### src/rtl/mips_alu_pkg.sv
// Shared definitions for the multi-cycle MIPS ALU: op encodings, FSM states
// and the op classifier used by both the RTL and anything binding to it.
package mips_alu_pkg;

  localparam logic [3:0] OP_AND  = 4'd0;
  localparam logic [3:0] OP_OR   = 4'd1;
  localparam logic [3:0] OP_ADD  = 4'd2;
  localparam logic [3:0] OP_SUB  = 4'd3;
  localparam logic [3:0] OP_SLT  = 4'd4;
  localparam logic [3:0] OP_NOR  = 4'd5;
  localparam logic [3:0] OP_XOR  = 4'd6;
  localparam logic [3:0] OP_SLTU = 4'd7;
  localparam logic [3:0] OP_SLL  = 4'd8;
  localparam logic [3:0] OP_SRL  = 4'd9;
  localparam logic [3:0] OP_SRA  = 4'd10;
  localparam logic [3:0] OP_MUL  = 4'd11;
  localparam logic [3:0] OP_DIVU = 4'd12;
  localparam logic [3:0] OP_REMU = 4'd13;

  typedef enum logic [1:0] {
    ST_IDLE = 2'd0,
    ST_RUN  = 2'd1,
    ST_DONE = 2'd2
  } state_t;

  function automatic logic is_multicycle(input logic [3:0] op);
    return (op == OP_MUL) || (op == OP_DIVU) || (op == OP_REMU);
  endfunction

endpackage

### src/rtl/mips_alu_iter.sv
// Shared iterative datapath: shift-add multiply and restoring unsigned divide.
// The *_next outputs are the values the registers take on the current step.
module mips_alu_iter #(
  parameter int WIDTH = 32
) (
  input  logic             clock,
  input  logic             reset,
  input  logic             load,
  input  logic             step,
  input  logic             is_div,
  input  logic [WIDTH-1:0] a,
  input  logic [WIDTH-1:0] b,
  output logic [WIDTH-1:0] prod_next,
  output logic [WIDTH-1:0] quot_next,
  output logic [WIDTH-1:0] rem_next
);

  // acc: product accumulator / partial remainder
  // sa:  multiplicand (shifts left) / dividend-then-quotient (shifts left)
  // sb:  multiplier (shifts right) / divisor (static)
  logic [WIDTH-1:0] acc;
  logic [WIDTH-1:0] sa;
  logic [WIDTH-1:0] sb;

  logic [WIDTH:0]   rem_shift;
  logic             fits;

  assign prod_next = sb[0] ? acc + sa : acc;

  // With a zero divisor every trial subtraction fits, which naturally yields
  // an all-ones quotient and a remainder equal to the dividend.
  assign rem_shift = {acc, sa[WIDTH-1]};
  assign fits      = rem_shift >= {1'b0, sb};
  assign rem_next  = fits ? WIDTH'(rem_shift - {1'b0, sb}) : rem_shift[WIDTH-1:0];
  assign quot_next = {sa[WIDTH-2:0], fits};

  always_ff @(posedge clock) begin
    if (reset) begin
      acc <= '0;
      sa  <= '0;
      sb  <= '0;
    end else if (load) begin
      acc <= '0;
      sa  <= a;
      sb  <= b;
    end else if (step) begin
      if (is_div) begin
        acc <= rem_next;
        sa  <= quot_next;
      end else begin
        acc <= prod_next;
        sa  <= {sa[WIDTH-2:0], 1'b0};
        sb  <= {1'b0, sb[WIDTH-1:1]};
      end
    end
  end

endmodule

### src/rtl/mips_alu_mc.sv
// Multi-cycle MIPS ALU: single-cycle ops complete in one edge, MUL/DIVU/REMU
// iterate WIDTH cycles. Handshake: start is taken whenever busy is low; done
// pulses for exactly one cycle per accepted start, with ALUOut valid alongside.
module mips_alu_mc
  import mips_alu_pkg::*;
#(
  parameter int WIDTH = 32
) (
  input  logic             clock,
  input  logic             reset,
  input  logic             start,
  input  logic [3:0]       ALUctl,
  input  logic [WIDTH-1:0] A,
  input  logic [WIDTH-1:0] B,
  output logic [WIDTH-1:0] ALUOut,
  output logic             Zero,
  output logic             Overflow,
  output logic             busy,
  output logic             done,
  output state_t           state_dbg
);

  localparam int SW = $clog2(WIDTH);
  localparam int CW = $clog2(WIDTH) + 1;

  state_t           state;
  logic [CW-1:0]    cnt;
  logic [3:0]       op_q;

  logic [SW-1:0]    shamt;
  logic [WIDTH-1:0] sum;
  logic [WIDTH-1:0] dif;
  logic [WIDTH-1:0] sc_res;
  logic             sc_ov;
  logic [WIDTH-1:0] mc_res;
  logic [WIDTH-1:0] prod_next;
  logic [WIDTH-1:0] quot_next;
  logic [WIDTH-1:0] rem_next;
  logic             accept;

  assign accept    = start && (state != ST_RUN);
  assign busy      = (state == ST_RUN);
  assign done      = (state == ST_DONE);
  assign Zero      = (ALUOut == '0);
  assign state_dbg = state;

  assign shamt = A[SW-1:0];
  assign sum   = A + B;
  assign dif   = A - B;

  always_comb begin
    sc_res = '0;
    sc_ov  = 1'b0;
    case (ALUctl)
      OP_AND:  sc_res = A & B;
      OP_OR:   sc_res = A | B;
      OP_ADD: begin
        sc_res = sum;
        sc_ov  = (A[WIDTH-1] == B[WIDTH-1]) && (sum[WIDTH-1] != A[WIDTH-1]);
      end
      OP_SUB: begin
        sc_res = dif;
        sc_ov  = (A[WIDTH-1] != B[WIDTH-1]) && (dif[WIDTH-1] != A[WIDTH-1]);
      end
      OP_SLT:  sc_res[0] = $signed(A) < $signed(B);
      OP_NOR:  sc_res = ~(A | B);
      OP_XOR:  sc_res = A ^ B;
      OP_SLTU: sc_res[0] = A < B;
      OP_SLL:  sc_res = B << shamt;
      OP_SRL:  sc_res = B >> shamt;
      OP_SRA:  sc_res = $signed(B) >>> shamt;
      default: sc_res = '0;
    endcase
  end

  always_comb begin
    mc_res = rem_next;
    if (op_q == OP_MUL)       mc_res = prod_next;
    else if (op_q == OP_DIVU) mc_res = quot_next;
  end

  mips_alu_iter #(.WIDTH(WIDTH)) u_iter (
    .clock     (clock),
    .reset     (reset),
    .load      (accept && is_multicycle(ALUctl)),
    .step      (state == ST_RUN),
    .is_div    (op_q != OP_MUL),
    .a         (A),
    .b         (B),
    .prod_next (prod_next),
    .quot_next (quot_next),
    .rem_next  (rem_next)
  );

  always_ff @(posedge clock) begin
    if (reset) begin
      state    <= ST_IDLE;
      cnt      <= '0;
      op_q     <= '0;
      ALUOut   <= '0;
      Overflow <= 1'b0;
    end else begin
      case (state)
        ST_IDLE, ST_DONE: begin
          if (start) begin
            op_q <= ALUctl;
            if (is_multicycle(ALUctl)) begin
              state <= ST_RUN;
              cnt   <= '0;
            end else begin
              state    <= ST_DONE;
              ALUOut   <= sc_res;
              Overflow <= sc_ov;
            end
          end else begin
            state <= ST_IDLE;
          end
        end
        ST_RUN: begin
          // The final step's result is captured straight from the step logic.
          if (cnt == CW'(WIDTH - 1)) begin
            state    <= ST_DONE;
            ALUOut   <= mc_res;
            Overflow <= 1'b0;
          end else begin
            cnt <= cnt + CW'(1);
          end
        end
        default: state <= ST_IDLE;
      endcase
    end
  end

endmodule
### config.mk
export PLATFORM = sky130hd
export DESIGN_NAME = mips_alu_mc
export DESIGN_NICKNAME = d
export VERILOG_FILES = /design/src/rtl/mips_alu_pkg.sv /design/src/rtl/mips_alu_iter.sv /design/src/rtl/mips_alu_mc.sv
export SDC_FILE = /design/constraint.sdc
export NUM_CORES = 1
export LEC_CHECK = 0
export CAP_MARGIN = 20
export CORE_AREA = 4 4 232 234
export CTS_BUF_LIST = sky130_fd_sc_hd__clkbuf_8
export DETAILED_ROUTE_END_ITERATION = 7
export DIE_AREA = 0 0 236 238
export HOLD_SLACK_MARGIN = 0.08
export PLACE_DENSITY_LB_ADDON = 0.1
export REMOVE_ABC_BUFFERS = 1
export SYNTH_ARGS = -nofsm -noshare
export SYNTH_HDL_FRONTEND = slang
export SYNTH_SLANG_ARGS = --single-unit
export TNS_END_PERCENT = 5
### constraint.sdc
create_clock -name clock -period 4.35 [get_ports clock]
set_clock_uncertainty 0.1 [all_clocks]
set_input_delay 0.435 -clock clock [delete_from_list [all_inputs] [get_ports clock]]
set_output_delay 0.435 -clock clock [all_outputs]
set_load 0.005 [all_outputs]
==> qor.csv <==
metric,value,unit
status,completed,
Die W,236,um
Synth Instances,2835,
Core Area,52000,sq um
GPL Wtd Cong,1.02,
first-pass GRT wire length,150,mm
H-tree depth,4,
fin. max-slew vios,0,
worst-path cell chain,inv_1 -> ha_1 -> fa_1 -> nand2b_1 -> a21o_1 -> and2_1 -> o211ai_1 -> a311oi_1 -> o21ai_0 -> xor2_1 -> mux2_2 -> a21oi_1 -> a311oi_1,
DR iter-0 viols,2633,
Most common cell on crit path,a311oi_1,
crit path DAT,4.48,ns
Power Density,250,nW/um^2
placed cells,3646,
vias per std cell,6.44,
pre-CTS setup slack,-0.226,ns
largest net degree at the start of global routing,80,
Yosys cell types,87,
Final Hold Fails,0,
Post-synth EDFFs,0,
average footprint of a synthesized cell,7.06,sq um
Rel. slew slack,24.3,%
Starting Density,38.5,%
post-place instance area,23000,sq um
Post-CTS Hold Fix Bufs,0,
initial antenna violation count,0,
clock buffer depth,2,
asr flop ratio synth,0,%
max_cap viols,0,
all-layer global routing usage,35.1,%
number of global-route vias before repair,21900,
Slew @ Worst Pin,1.13,ns
Layout area overhead,16.9,%
Setup crit end kind,flip-flop,
post-route clock period utilization,96.7,%
Pre-Repair DR Iteration Count,6,
Post-Route WL,104,mm
sequential share of the synthesized area,14.1,%
"Cell Area, Synth",20000,sq um
post-route cell area,23400,sq um
clk root buf,clkbuf_8,
Antenna Nets Post-Route,0,
unrepaired setup endpoints after global routing,false,
ys flop type,dfxtp_1,
drt drc,0,
GRT overflow,0,
Yosys warning total,0,
Setup TNS Final,0,ns
fraction of layout cells with a size suffix above 1,12.8,%
Static Leak,9.85,nW
Final Critical Period,4.21,ns
Non-Filler Instances,3680,
"Reg clk slew, reported paths",0.10,ns
Die ar.,56200,sq um
IO Port Bufs,108,
CP startpoint kind,flip-flop,
"Max FO, Critical Path",5,
Pwr Total,5.86,mW
R2R setup slack,0.14,ns
critical path's slowest cell,dfxtp_1,
"Setup violations, final",0,
Die Ht,238,um
CP Buf/Inv Count,1,
Max Freq,0.238,GHz
Nets,3225,
WP data required,4.63,ns
"delay-heaviest family, CP",compound AO/OA/AOI/OAI gates,
Max IR drop VDD,0.000208,V
"leading cell type in the layout, fill and taps excluded",nor2_1,
clk sinks,141,
hpwl dp,82.3,mm
Top-Level Pins,109,
num rows,84,
Setup CP Type,flip-flop to flip-flop,
"slowest stage delay, CP",0.46,ns
synthesis-stage register bit count,141,
CTS tree,built,
hold crit path type,primary input to flip-flop,
clock buffer count from CTS,17,
via count,23700,
WL/cell,28.2,um
clk_lat worst skew,0.50,ns
most frequent cells in the layout,"382 x nor2_1, 280 x nand2_1, 276 x a21oi_1",
setup ws final,0.143,ns
==> final cells by class <==
type	instances	area [sq um]
Clock buffer	18	248
Sequential cell	141	2820
Tap cell	688	861
Clock inverter	14	146
Inverter	140	526
Timing Repair Buffer	338	2900
Multi-Input combinational cell	2340	15900
Fill cell	5465	28600
Antenna cell	1	2.50
==> worst paths after layout <==
check,startpoint,end,depth (start not counted)
worst max register to register,u_iter.sa[31],ALUOut[30],13
worst min-delay path,reset,op_q[2],2
worst max-delay path,u_iter.sa[31],ALUOut[30],13
worst min register to register,cnt[1],cnt[1],2
==> per-stage QoR <==
| stage | util, % | hold WS (ns) |
|---|---|---|
| global route | 45.0 | 0.300 |
| detailed placement | 44.2 | 0.374 |
| CTS | 44.9 | 0.258 |
| global placement | 44.2 | 0.367 |
| finish | 45.0 | 0.292 |
| floorplan | - | 0.343 |
==> flip-flops by register name (all words and copies together), names as in the netlist <==
signal,count
u_iter.sa,32
u_iter.acc,32
Overflow,1
ALUOut,32
u_iter.sb,32
state_dbg,2
cnt,6
op_q,4
==> kinds of logic (layout without fill, tap and decap cells) <==
family | after synthesis | after routing | synth area share [%]
xor+xnor | 70 | 70 | 3.06
simple gates | 963 | 963 | 21.5
mux | 164 | 164 | 10.8
buf+inv | 354 | 510 | 6.93
flops | 141 | 141 | 14.1
compound gates | 967 | 967 | 32.5
other cells | 0 | 1 | 0
fa+ha+maj | 176 | 176 | 11.1
==> where the power goes <==
group          total (mW)  internal (mW)  switching (mW)  leakage (nW)
combinational        3.25           1.28            1.97          8.50
sequential           1.48           1.37           0.111          1.15
clock                1.13          0.524           0.610         0.194
total                5.86           3.17            2.69          9.85
==> Yosys cell counts (40+ instances only) <==
cell / number / area, sq um
a21oi_1: 277 / 1390
clkbuf_1: 165 / 619
inv_1: 137 / 514
a21o_1: 52 / 390
xnor2_1: 48 / 420
dfxtp_1: 141 / 2820
nand2_1: 280 / 1050
mux2i_1: 96 / 961
nor3_1: 55 / 275
a311oi_1: 50 / 438
nor2_1: 384 / 1440
o21ai_0: 161 / 806
a211oi_1: 83 / 623
ha_1: 172 / 2150
o211ai_1: 40 / 300
nand3_1: 55 / 275
==> layer usage <==
metal	track usage, %	part of all wire, %
met3	5.96	8.3
met2	53.3	43
met1	48.8	44
met5	0	0
met4	15.8	5.3
==> repair_timing <==
item / 4_1_cts / 5_1_grt
endpoints found under the setup margin: 0 / 6
buffers inserted: 0 / 1
resized for setup: 0 / 4
(Power assumes the default switching activity.)
